==> src/rtl/pipe_stage_reg.sv <==
// Pipeline stage register between two stages: valid/ready handshake with optional skid entry,
// ordinary and exception flush, and a saturating stall-cycle counter.
module pipe_stage_reg #(
    parameter int              DATA_W     = 64,
    parameter int              PC_W       = 32,
    parameter logic [PC_W-1:0] RESET_PC   = 'h0000_3000,
    parameter logic [PC_W-1:0] HANDLER_PC = 'h0000_4180,
    parameter bit              SKID       = 1'b1,
    parameter int              CNT_W      = 16
) (
    input  logic              clk,
    input  logic              reset,
    input  logic              req,
    input  logic              flush,
    input  logic              in_valid,
    output logic              in_ready,
    input  logic [PC_W-1:0]   in_pc,
    input  logic [DATA_W-1:0] in_data,
    output logic              out_valid,
    input  logic              out_ready,
    output logic [PC_W-1:0]   out_pc,
    output logic [DATA_W-1:0] out_data,
    output logic [CNT_W-1:0]  stall_cnt
);

    logic              main_valid;
    logic [PC_W-1:0]   main_pc;
    logic [DATA_W-1:0] main_data;
    logic              skid_valid;
    logic [PC_W-1:0]   skid_pc;
    logic [DATA_W-1:0] skid_data;
    logic              accept;
    logic              main_free;
    logic              stalled;

    // With a skid entry, in_ready comes straight from a flop; without it, it looks through to out_ready.
    assign in_ready  = SKID ? !skid_valid : (!main_valid || out_ready);
    assign accept    = in_valid && in_ready;
    assign main_free = !main_valid || out_ready;
    assign stalled   = main_valid && !out_ready;

    assign out_valid = main_valid;
    assign out_pc    = main_pc;
    assign out_data  = main_data;

    always_ff @(posedge clk) begin
        if (reset) begin
            main_valid <= 1'b0;
            main_pc    <= RESET_PC;
            main_data  <= '0;
            skid_valid <= 1'b0;
            skid_pc    <= '0;
            skid_data  <= '0;
            stall_cnt  <= '0;
        end else begin
            if (stalled && !req && stall_cnt != '1)
                stall_cnt <= stall_cnt + CNT_W'(1);

            if (req) begin
                main_valid <= 1'b0;
                main_pc    <= HANDLER_PC;
                main_data  <= '0;
                skid_valid <= 1'b0;
            end else if (flush) begin
                main_valid <= 1'b0;
                main_data  <= '0;
                skid_valid <= 1'b0;
            end else if (main_free) begin
                // A parked skid entry always goes first to keep FIFO order.
                if (skid_valid) begin
                    main_valid <= 1'b1;
                    main_pc    <= skid_pc;
                    main_data  <= skid_data;
                    skid_valid <= 1'b0;
                end else if (accept) begin
                    main_valid <= 1'b1;
                    main_pc    <= in_pc;
                    main_data  <= in_data;
                end else begin
                    main_valid <= 1'b0;
                end
            end else if (accept) begin
                skid_valid <= 1'b1;
                skid_pc    <= in_pc;
                skid_data  <= in_data;
            end
        end
    end

endmodule

==> config.mk <==
export PLATFORM = sky130hd
export DESIGN_NAME = pipe_stage_reg
export DESIGN_NICKNAME = d
export VERILOG_FILES = /design/src/rtl/pipe_stage_reg.sv
export SDC_FILE = /design/constraint.sdc
export NUM_CORES = 1
export LEC_CHECK = 0
export CAP_MARGIN = 20
export CORE_ASPECT_RATIO = 0.8
export CORE_MARGIN = 2
export CORE_UTILIZATION = 39
export DETAILED_ROUTE_END_ITERATION = 10
export PLACE_DENSITY = 0.77
export SYNTH_ARGS = -nofsm -noshare
export SYNTH_HDL_FRONTEND = slang
export SYNTH_SLANG_ARGS = --single-unit
==> constraint.sdc <==
create_clock -name clk -period 2.4 [get_ports clk]
set_input_delay 0.24 -clock clk [delete_from_list [all_inputs] [get_ports clk]]
set_output_delay 0.24 -clock clk [all_outputs]
set_load 0.01 [all_outputs]
==> results_tabular.tex <==
\begin{tabular}{lr}
\hline
Metric & Value \\
\hline
\multicolumn{2}{l}{\textbf{Final layout}} \\
Nets & 1240 \\
Fraction of layout instances using a drive strength above 1 & 0.0617 \\
Final antenna diode count & 0 \\
Leading cell types in the layout, fill and taps excluded & sky130\_fd\_sc\_hd\_\_clkdlybuf4s50\_1, sky130\_fd\_sc\_hd\_\_dfxtp\_1, sky130\_fd\_sc\_hd\_\_nand2\_1, sky130\_fd\_sc\_hd\_\_a21oi\_1, sky130\_fd\_sc\_hd\_\_nor2\_1 \\
Final cell area excluding filler cells & 11500 um\^{}2 \\
Final non-filler cell total & 1420 \\
Most common cell after layout, fill and taps aside & sky130\_fd\_sc\_hd\_\_clkdlybuf4s50\_1 \\
P\&R area growth vs syn & 38.5\% \\
\multicolumn{2}{l}{\textbf{Route}} \\
DR DRC count & 10 \\
Antenna-violating nets left & 0 \\
Detail-routed via count per cell & 5.16 \\
Total number of vias & 7323 \\
Drt first pass iters & 8 \\
Final wirelength & 22600 um \\
Detailed-route wire length per cell & 15.9 um \\
DR iter-0 viols & 384 \\
\multicolumn{2}{l}{\textbf{Timing}} \\
Worst Hold Margin & 0.114 ns \\
RSZ-0062 raised after global routing & no \\
Setup total negative slack & 0 ns \\
Fmax & 457 MHz \\
Count of final setup violators & 0 \\
Slew headroom & 0.385 \\
Final hold vios & 0 \\
Share of the clock period used by the worst path after layout & 0.911 \\
Post-layout minimum cycle time & 2.19 ns \\
Worst-margin pin slew & 0.922 ns \\
Final setup skew & 0.00772 ns \\
Number of max-slew violations in the final report & 0 \\
\multicolumn{2}{l}{\textbf{GRT}} \\
Grt ovf & 0 \\
Vias in the first global route & 6968 \\
Number of antenna violations at the first check in global routing & 0 \\
Overall track demand over capacity in global routing & 0.196 \\
Largest net degree at the start of global routing & 129 \\
Global-route wire length before repair & 36400 um \\
\multicolumn{2}{l}{\textbf{Yosys}} \\
Number of instances in the synthesized netlist & 953 \\
Largest family of logic cells by synthesized area & simple AND/OR/NAND/NOR gates \\
Synth warn & 0 \\
Xor and xnor fraction of the mapped netlist area & 0.00105 \\
EDFF count, synth & 0 \\
Post-synthesis compound-gate area fraction & 0.164 \\
Most frequently used flop master after synthesis & sky130\_fd\_sc\_hd\_\_dfxtp\_1 \\
Mean post-synth cell area & 8.75 um\^{}2 \\
Cell Area, Synth & 8340 um\^{}2 \\
Fraction of registers with async set/reset & 0 \\
Adder-cell share of the synthesized area & 0.00150 \\
Sequential area share after synthesis & 0.504 \\
Post-synthesis share of cell area spent on and, or, nand and nor gates & 0.168 \\
Number of distinct library cell variants in the gate-level netlist after synthesis & 35 \\
Syn Nets & 1056 \\
Mux contribution to synthesized area & 0.123 \\
FF+latch count, synth & 210 \\
\multicolumn{2}{l}{\textbf{Power and ir drop}} \\
Worst-case vdd ir drop & 0.000385 V \\
Portion of total power attributed to sequential cells & 0.465 \\
Int Power & 5.99 mW \\
Combinational cell fraction of total power & 0.080 \\
Switching power & 1.70 mW \\
Clock power share & 0.456 \\
P\_leak & 3.80 nW \\
Switching power share of the total & 0.221 \\
Pwr per Cell Area & 666 nW/um\^{}2 \\
\multicolumn{2}{l}{\textbf{Placed design}} \\
Placement-stage cell area & 10800 um\^{}2 \\
Placed wire-length estimate after detailed placement & 14500 um \\
Weighted congestion reported at the end of routability-driven placement & 0.795 \\
Count of buffers inserted at the top-level ports & 215 \\
Number of placed instances with taps included & 1381 \\
\multicolumn{2}{l}{\textbf{Clock network}} \\
Maximum root-to-sink buffer count & 3 \\
Count of clock tree sinks & 210 \\
Clk pin slew, worst setup/hold paths & 0.06 ns \\
Clock insertion delay at the later pin of the skew report & 0.49 ns \\
Clock root buffer & sky130\_fd\_sc\_hd\_\_clkbuf\_16 \\
PostCTS Resize Cnt & 0 \\
CTS H-Tree Depth & 1 \\
TritonCTS clock tree & yes \\
Number of buffers created by CTS & 23 \\
\multicolumn{2}{l}{\textbf{Setup path}} \\
Max FO, Critical Path & 13 \\
Critical path startpoint category & flip-flop \\
Arrival time of the worst setup path & 2.53 ns \\
Required time reported for the critical path endpoint & 2.74 ns \\
Worst Setup End Kind & flip-flop \\
Startpoint-to-endpoint class of the critical path & reg2reg \\
\multicolumn{2}{l}{\textbf{Floorplanning}} \\
DIE AREA & 22600 um\^{}2 \\
Die width & 167 um \\
Starting density of the core & 0.400 \\
Standard-cell rows & 47 \\
Chip height & 135 um \\
Core box area & 20800 um\^{}2 \\
Number of I/O pins & 216 \\
\multicolumn{2}{l}{\textbf{Worst hold path}} \\
Class of the worst hold path & in2reg \\
\multicolumn{2}{l}{\textbf{Run status}} \\
Result of the run & finished with violations \\
Violations in the final reports & DRC \\
\multicolumn{2}{l}{\textbf{Run}} \\
Max-cap viol count & 0 \\
\hline
\end{tabular}
## per-layer routing
metal	part of all wire	GRT usage	vias to the layer above
met5	0	0	-
met4	0.032	0.0647	0
met3	0.050	0.0331	50
met2	0.46	0.322	180
met1	0.45	0.265	3407
li1	-	-	3686
## cells by family after synthesis
logic type	after synthesis
adder cells (fa/ha/maj)	1
AND/OR/NAND/NOR	342
buffers and inverters	79
AO/OA/AOI/OAI	218
multiplexers	102
flip-flops	210
XOR/XNOR	1
## worst max-delay path, stage by stage (launching register included)
cell and delay (ns):
sky130_fd_sc_hd__dfxtp_1 0.42, sky130_fd_sc_hd__ha_1 0.25, sky130_fd_sc_hd__nand4_1 0.26, sky130_fd_sc_hd__o41ai_4 0.59, sky130_fd_sc_hd__buf_4 0.26, sky130_fd_sc_hd__mux2i_1 0.20
sky130_fd_sc_hd__nor2_1 0.06
## registers in the layout, summed over array words and instances, names as in the netlist
signal	cells
out_data	64
skid_data	64
out_pc	32
skid_pc	32
stall_cnt	16
out_valid	1
skid_valid	1
## power by group through the flow
stage | logic, mW | clock network (mW) | registers [mW]
floorplan | 0.227 | 0 | 3.67
global placement | 0.606 | 0 | 3.64
detailed placement | 0.613 | 0 | 3.65
finish | 0.613 | 3.50 | 3.57
CTS | 0.617 | 3.58 | 3.57
global route | 0.665 | 3.73 | 3.57
## what timing repair did
| item | 4_1_cts | 5_1_grt |
|---|---|---|
| endpoints found under the setup margin | 0 | 3 |
| hold buffers | 0 | 0 |
| endpoints found under the hold margin | 0 | 0 |
| setup buffers | 0 | 0 |
## cell usage after synthesis (all sizes together), types with 2 or more instances
| library cell | count | area, um^2 |
|---|---|---|
| a211oi | 91 | 683 |
| a21oi | 112 | 561 |
| and3 | 2 | 12.5 |
| and4 | 4 | 35.0 |
| buf | 19 | 92.6 |
| clkbuf | 56 | 210 |
| dfxtp | 210 | 4200 |
| inv | 4 | 15.0 |
| mux2 | 2 | 22.5 |
| mux2i | 100 | 1000 |
| nand2 | 198 | 743 |
| nand2b | 2 | 12.5 |
| nand3 | 7 | 35.0 |
| nand4 | 4 | 25.0 |
| nor2 | 102 | 383 |
| nor3 | 6 | 30.0 |
| o21ai | 6 | 30.0 |
| o21bai | 2 | 15.0 |
| o31ai | 4 | 30.0 |
| or3 | 8 | 52.6 |
| or4 | 4 | 30.0 |
## per-stage QoR
step | utilization | worst slack, ns | total power, mW
final | 0.555 | 0.213 | 7.68
after global routing | 0.555 | 0.0325 | 7.97
after CTS | 0.555 | 0.143 | 7.77
after detailed placement | 0.518 | 0.159 | 4.26
after global placement | 0.518 | 0.236 | 4.25
after floorplan | - | 0.469 | 3.89
## layout make-up
class,count,area [um^2]
Fill cell,1841,9270
Sequential cell,210,4210
Multi-Input combinational cell,664,3840
Timing Repair Buffer,234,2380
Clock buffer,33,703
Tap cell,269,337
Clock inverter,6,57.6
Inverter,4,15.0
## final timing paths
| kind | start | end | slack [ns] | cells past startpoint |
|---|---|---|---|---|
| worst max register to register | stall_cnt[0]$_SDFFE_PP0P_ | stall_cnt[1]$_SDFFE_PP0P_ | 0.21 | 6 |
| worst min register to register | skid_pc[5]$_SDFFE_PP0P_ | skid_pc[5]$_SDFFE_PP0P_ | 0.45 | 2 |
| worst min-delay path | reset | stall_cnt[8]$_SDFFE_PP0P_ | 0.11 | 3 |
| worst max-delay path | stall_cnt[0]$_SDFFE_PP0P_ | stall_cnt[1]$_SDFFE_PP0P_ | 0.21 | 6 |
Power figures use the tool's default switching activity.
